==> config.mk <==
export PLATFORM = sky130hd
export DESIGN_NAME = mem_access_unit
export DESIGN_NICKNAME = d
export VERILOG_FILES = /design/src/rtl/mips_pkg.sv /design/src/rtl/mem_load_align.sv /design/src/rtl/mem_access_unit.sv
export SDC_FILE = /design/constraint.sdc
export NUM_CORES = 1
export LEC_CHECK = 0
export ABC_AREA = 1
export BUFFER_PORTS_ARGS = -buffer_cell sky130_fd_sc_hd__buf_2
export CAP_MARGIN = 20
export CORE_MARGIN = 2
export CORE_UTILIZATION = 40
export CTS_BUF_LIST = sky130_fd_sc_hd__clkbuf_8
export CTS_CLUSTER_SIZE = 40
export DETAILED_ROUTE_END_ITERATION = 10
export GPL_ROUTABILITY_DRIVEN = 0
export PLACE_DENSITY = 0.66
export SYNTH_ARGS = -nofsm -noshare
export SYNTH_HDL_FRONTEND = slang
export SYNTH_SLANG_ARGS = --single-unit
==> constraint.sdc <==
create_clock -name clk -period 2.1 [get_ports clk]
set_input_delay 0.525 -clock clk [delete_from_list [all_inputs] [get_ports clk]]
set_output_delay 0.525 -clock clk [all_outputs]
set_load 0.05 [all_outputs]
==> src/rtl/mips_pkg.sv <==
// Shared definitions for the MIPS core memory stage: access-size encodings,
// the data-memory FSM states and the alignment rule.
package mips_pkg;

  localparam logic [1:0] SZ_BYTE = 2'b00;
  localparam logic [1:0] SZ_HALF = 2'b01;
  localparam logic [1:0] SZ_WORD = 2'b10;

  typedef enum logic [1:0] {IDLE, BUSY, DONE} mau_state_t;

  // Size 2'b11 falls into the word rule.
  function automatic logic is_misaligned(input logic [1:0] size, input logic [1:0] off);
    case (size)
      SZ_BYTE: return 1'b0;
      SZ_HALF: return off[0];
      default: return off != 2'b00;
    endcase
  endfunction

endpackage

==> src/rtl/mem_load_align.sv <==
// Load-path lane select and sign/zero extension of the raw data-memory word.
module mem_load_align
  import mips_pkg::*;
(
  input  logic [31:0] dmem_rdata_i,
  input  logic [1:0]  addr_lo_i,
  input  logic [1:0]  mem_size_i,
  input  logic        mem_unsigned_i,
  output logic [31:0] load_data_o
);

  logic [7:0]  byte_sel;
  logic [15:0] half_sel;

  always_comb begin
    case (addr_lo_i)
      2'd0:    byte_sel = dmem_rdata_i[7:0];
      2'd1:    byte_sel = dmem_rdata_i[15:8];
      2'd2:    byte_sel = dmem_rdata_i[23:16];
      default: byte_sel = dmem_rdata_i[31:24];
    endcase
    half_sel = addr_lo_i[1] ? dmem_rdata_i[31:16] : dmem_rdata_i[15:0];

    case (mem_size_i)
      SZ_BYTE: load_data_o = {{24{~mem_unsigned_i & byte_sel[7]}}, byte_sel};
      SZ_HALF: load_data_o = {{16{~mem_unsigned_i & half_sel[15]}}, half_sel};
      default: load_data_o = dmem_rdata_i;
    endcase
  end

endmodule

==> src/rtl/mem_access_unit.sv <==
// MEM stage: turns EX/MEM load/store controls into one req/ack bus transaction,
// stalling the pipeline until the bus completes or times out.
//
// state | meaning
// IDLE  | waiting for an aligned access; stalls in the cycle one is seen
// BUSY  | dmem_req held, waiting for dmem_ack or timeout
// DONE  | one stall-free cycle, read_data/bus_err valid for MEMWB
module mem_access_unit
  import mips_pkg::*;
#(
  parameter int unsigned TIMEOUT = 16
) (
  input  logic        clk,
  input  logic        rst_n,
  input  logic        mem_read_i,
  input  logic        mem_write_i,
  input  logic [1:0]  mem_size_i,
  input  logic        mem_unsigned_i,
  input  logic [31:0] addr_i,
  input  logic [31:0] store_data_i,
  output logic [31:0] read_data_o,
  output logic        stall_o,
  output logic        misalign_o,
  output logic        bus_err_o,
  output logic        dmem_req_o,
  output logic        dmem_we_o,
  output logic [31:0] dmem_addr_o,
  output logic [3:0]  dmem_be_o,
  output logic [31:0] dmem_wdata_o,
  input  logic [31:0] dmem_rdata_i,
  input  logic        dmem_ack_i
);

  localparam int unsigned CW = $clog2(TIMEOUT + 1);

  mau_state_t  state_q;
  logic [CW-1:0] cnt_q;
  logic        req_q, we_q, err_q, uns_q;
  logic [31:0] addr_q, wdata_q, rdata_q;
  logic [3:0]  be_q;
  logic [1:0]  off_q, size_q;

  logic        access, mis, start;
  logic [3:0]  st_be;
  logic [31:0] st_wdata, load_ext;

  always_comb begin
    access = mem_read_i | mem_write_i;
    mis    = access & is_misaligned(mem_size_i, addr_i[1:0]);
    start  = access & ~mis;

    st_be    = 4'b1111;
    st_wdata = store_data_i;
    case (mem_size_i)
      SZ_BYTE: begin
        st_be    = 4'b0001 << addr_i[1:0];
        st_wdata = {4{store_data_i[7:0]}};
      end
      SZ_HALF: begin
        st_be    = 4'b0011 << {addr_i[1], 1'b0};
        st_wdata = {2{store_data_i[15:0]}};
      end
      default: ;
    endcase
  end

  // Lane/extension controls come from the registered copy taken at issue.
  mem_load_align u_load_align (
    .dmem_rdata_i  (dmem_rdata_i),
    .addr_lo_i     (off_q),
    .mem_size_i    (size_q),
    .mem_unsigned_i(uns_q),
    .load_data_o   (load_ext)
  );

  always_ff @(posedge clk or negedge rst_n) begin
    if (!rst_n) begin
      state_q <= IDLE;
      cnt_q   <= '0;
      req_q   <= 1'b0;
      we_q    <= 1'b0;
      err_q   <= 1'b0;
      uns_q   <= 1'b0;
      addr_q  <= '0;
      wdata_q <= '0;
      rdata_q <= '0;
      be_q    <= '0;
      off_q   <= '0;
      size_q  <= '0;
    end else begin
      case (state_q)
        IDLE: begin
          if (start) begin
            addr_q  <= {addr_i[31:2], 2'b00};
            we_q    <= mem_write_i;
            be_q    <= mem_write_i ? st_be : 4'b1111;
            wdata_q <= st_wdata;
            off_q   <= addr_i[1:0];
            size_q  <= mem_size_i;
            uns_q   <= mem_unsigned_i;
            err_q   <= 1'b0;
            req_q   <= 1'b1;
            cnt_q   <= CW'(TIMEOUT - 1);
            state_q <= BUSY;
          end
        end
        BUSY: begin
          if (dmem_ack_i) begin
            rdata_q <= load_ext;
            req_q   <= 1'b0;
            state_q <= DONE;
          end else if (cnt_q == '0) begin
            rdata_q <= '0;
            err_q   <= 1'b1;
            req_q   <= 1'b0;
            state_q <= DONE;
          end else begin
            cnt_q <= cnt_q - CW'(1);
          end
        end
        default: state_q <= IDLE;
      endcase
    end
  end

  always_comb begin
    stall_o     = (state_q == BUSY) | ((state_q == IDLE) & start);
    misalign_o  = mis;
    read_data_o = (state_q == DONE) ? rdata_q : 32'h0;
    bus_err_o   = (state_q == DONE) & err_q;
  end

  assign dmem_req_o   = req_q;
  assign dmem_we_o    = we_q;
  assign dmem_addr_o  = addr_q;
  assign dmem_be_o    = be_q;
  assign dmem_wdata_o = wdata_q;

endmodule

==> flow_metrics.env <==
export IMPL_ant_nets=0
export IMPL_criticalPathCategory="reg -> out"
export IMPL_htreeDepth=4
export IMPL_rsz0062_at_grt="true"
export IMPL_avgSynthCellArea_um2=7.255
export IMPL_worst_setup_path_end_kind="output port"
export IMPL_grt_usage=0.2178
export IMPL_grt_remaining_overflow=0
export IMPL_vias_per_cell=4.727
export IMPL_synth_cell_types=30
export IMPL_drive_gt1_frac=0.2952
export IMPL_p_leak_nw=4.246
export IMPL_fmax_mhz=491.4
export IMPL_power_density_nw_per_um2=1656
export IMPL_layout_commonest_cell="nand2_1"
export IMPL_cts_root_buf="clkbuf_8"
export IMPL_core_um2=13770
export IMPL_final_hold_viol_count=0
export IMPL_reg2reg_from="size_q[0]"
export IMPL_cts_sinks=113
export IMPL_final_cell_mix="350 x nand2_1, 176 x buf_2, 113 x dfrtp_1"
export IMPL_period_share=0.9690
export IMPL_ys_ff_latch=113
export IMPL_syn_to_final_growth_pct=34.43
export IMPL_cts_tree="yes"
export IMPL_power_frac_seq=0.305
export IMPL_pwr_share_clk=0.183
export IMPL_seq_area_frac_synth=0.5042
export IMPL_grt_pass1_vias=5307
export IMPL_r2r_slack_ps=390
export IMPL_cts_buffers=17
export IMPL_combPwrFrac=0.512
export IMPL_avgRoutedWirePerCell_um=13.38
export IMPL_io_pins=209
export IMPL_cp_start_kind="flip-flop"
export IMPL_dr_pass1_iters=4
export IMPL_cp_max_fo=19
export IMPL_syn_area_um2=5608
export IMPL_grt_pass1_wl_mm=25.54
export IMPL_vias=5531
export IMPL_p_sw_mw=6.349
export IMPL_io_buffers=206
export IMPL_ff2ff_path_depth=9
export IMPL_fin_nets=1082
export IMPL_whs_ps=280.9
export IMPL_synth_cells=773
export IMPL_clk_pin_slew_ps=70
export IMPL_maxSlewViolCount=0
export IMPL_p_int_mw=6.133
export IMPL_synth_top_area_cell="dfrtp_1"
export IMPL_clock_skew_ps=7.777
export IMPL_status="complete, no violations"
export IMPL_dieWidth_um=122.4
export IMPL_drc=0
export IMPL_grt_max_degree=80
export IMPL_yosys_warnings=0
export IMPL_drt_iter0_drc=333
export IMPL_slew_headroom=0.5285
export IMPL_critical_path_required_ps=1570
export IMPL_routed_wl_mm=15.65
export IMPL_sw_frac_of_total=0.5086
export IMPL_ir_drop_mv=1.097
export IMPL_post_dp_hpwl_mm=11.28
export IMPL_holdPathStages=3
export IMPL_die_y_um=122.4
export IMPL_cts_setup_buffers=0
export IMPL_critPathArrivalTime_ps=1510
export IMPL_min_path_type="in -> reg"
export IMPL_synth_area_leaders="dfrtp_1 50%, nand2_1 24%, o21ai_0 5.4%"
export IMPL_fin_crit_ps=2035
export IMPL_hp_start="addr_i[31]"
export IMPL_worst_pin_slew_ps=706.4
export IMPL_clk_insertion_delay_late_ps=430
export IMPL_synth_top_area_share=0.5042
export IMPL_floorplan_initialDensity=0.4072
export IMPL_fp_row_count=43
export IMPL_hold_end="dmem_addr_o[31]"
export IMPL_max_cap_violations=0
export IMPL_antenna_found_initial=1
export IMPL_r2r_end="rdata_q[22]"
export IMPL_ctsLongestPathBuffers=2
export IMPL_setup_violations=0
export IMPL_die_area_um2=14980
export IMPL_dp_slack_ps=156.9
export IMPL_worst_slack_ps=65.13
[critical path: stages (launching register included)]
cell and delay, ps:
dfrtp_1 410, inv_2 100, nand2_4 90, buf_12 180, nor2_1 90, buf_4 200
[logic make-up after synthesis]
family	Yosys count	synth area share
compound gates	97	0.08679
flops	113	0.5042
xor+xnor	2	0.003124
simple gates	450	0.3166
other cells	1	0.0006687
buf+inv	108	0.08411
fa+ha+maj	2	0.004462
[cell type report]
cell class / instances / area [um2]
Sequential cell: 113 / 2828
Tap cell: 180 / 225.2
Timing Repair Buffer: 223 / 1389
Clock buffer: 19 / 261.5
Antenna cell: 1 / 2.502
Fill cell: 1388 / 6235
Multi-Input combinational cell: 553 / 2391
Clock inverter: 13 / 185.2
Inverter: 68 / 256.5
[power groups by stage]
stage,Combinational (mW),Sequential [mW],Clock [mW]
final,6.39,3.80,2.28
after global routing,6.98,3.93,2.44
after global placement,6.22,3.80,0
after floorplan,2.52,6.02,0
after CTS,6.36,3.80,2.35
after detailed placement,6.31,3.79,0
[repair_timing]
action	in CTS	in global routing
hold endpoints to repair	17	0
endpoints found under the setup margin	33	29
resized for setup	37	45
hold buffers	1	0
[Yosys cell counts]
library cell	instances
a21oi_1	34
a31oi_1	1
buf_1	3
buf_2	16
buf_4	4
buf_6	4
clkbuf_1	13
clkinv_1	1
clkinv_2	1
conb_1	1
dfrtp_1	113
ha_1	2
inv_1	62
inv_2	4
nand2_1	352
nand2_2	1
nand2_4	2
nand3_1	25
nand3_2	1
nand3_4	1
nand3b_1	1
nor2_1	63
nor2_2	1
nor2_4	1
nor3_1	1
o21ai_0	60
o21ai_1	2
or2_2	1
xnor2_1	1
xor2_1	1
[layer usage]
metal / part of all wire / wire (um) / track usage / vias up
met3: 0.084 / 1309 / 0.07760 / 22
met2: 0.46 / 7177 / 0.3319 / 214
li1: - / - / - / 2778
met4: 0.018 / 286 / 0.07902 / 0
met5: 0 / 0 / 0 / -
met1: 0.44 / 6882 / 0.2863 / 2517
[worst max path at each step]
stage,start,end,cells past startpoint
after floorplan,mem_size_i[1],stall_o,8
after global placement,mem_size_i[1],stall_o,7
final,state_q[0],read_data_o[16],5
after CTS,state_q[0],read_data_o[1],5
after detailed placement,mem_size_i[1],stall_o,7
after global routing,state_q[1],stall_o,4
[sequential cells by signal (all words and copies together) (netlist names)]
signal        flops
cnt_q             5
dmem_addr_o      30
dmem_be_o         4
dmem_req_o        1
dmem_wdata_o     32
dmem_we_o         1
err_q             1
off_q             2
rdata_q          32
size_q            2
state_q           2
uns_q             1
[stage by stage]
stage          cell area [um2]  total power [mW]  TNS [ps]    util  cells
6_report                  7538             12.48         0  0.5473   1170
5_1_grt                   7536             13.35    -269.2  0.5471   1169
4_1_cts                   7392             12.51         0  0.5367   1169
3_5_place_dp              6839             10.10         0  0.4965   1136
3_3_place_gp              6839             10.02         0  0.4965   1136
2_1_floorplan             5618             8.542         0       -    774
Note: power is estimated with default switching activity, not from simulation.
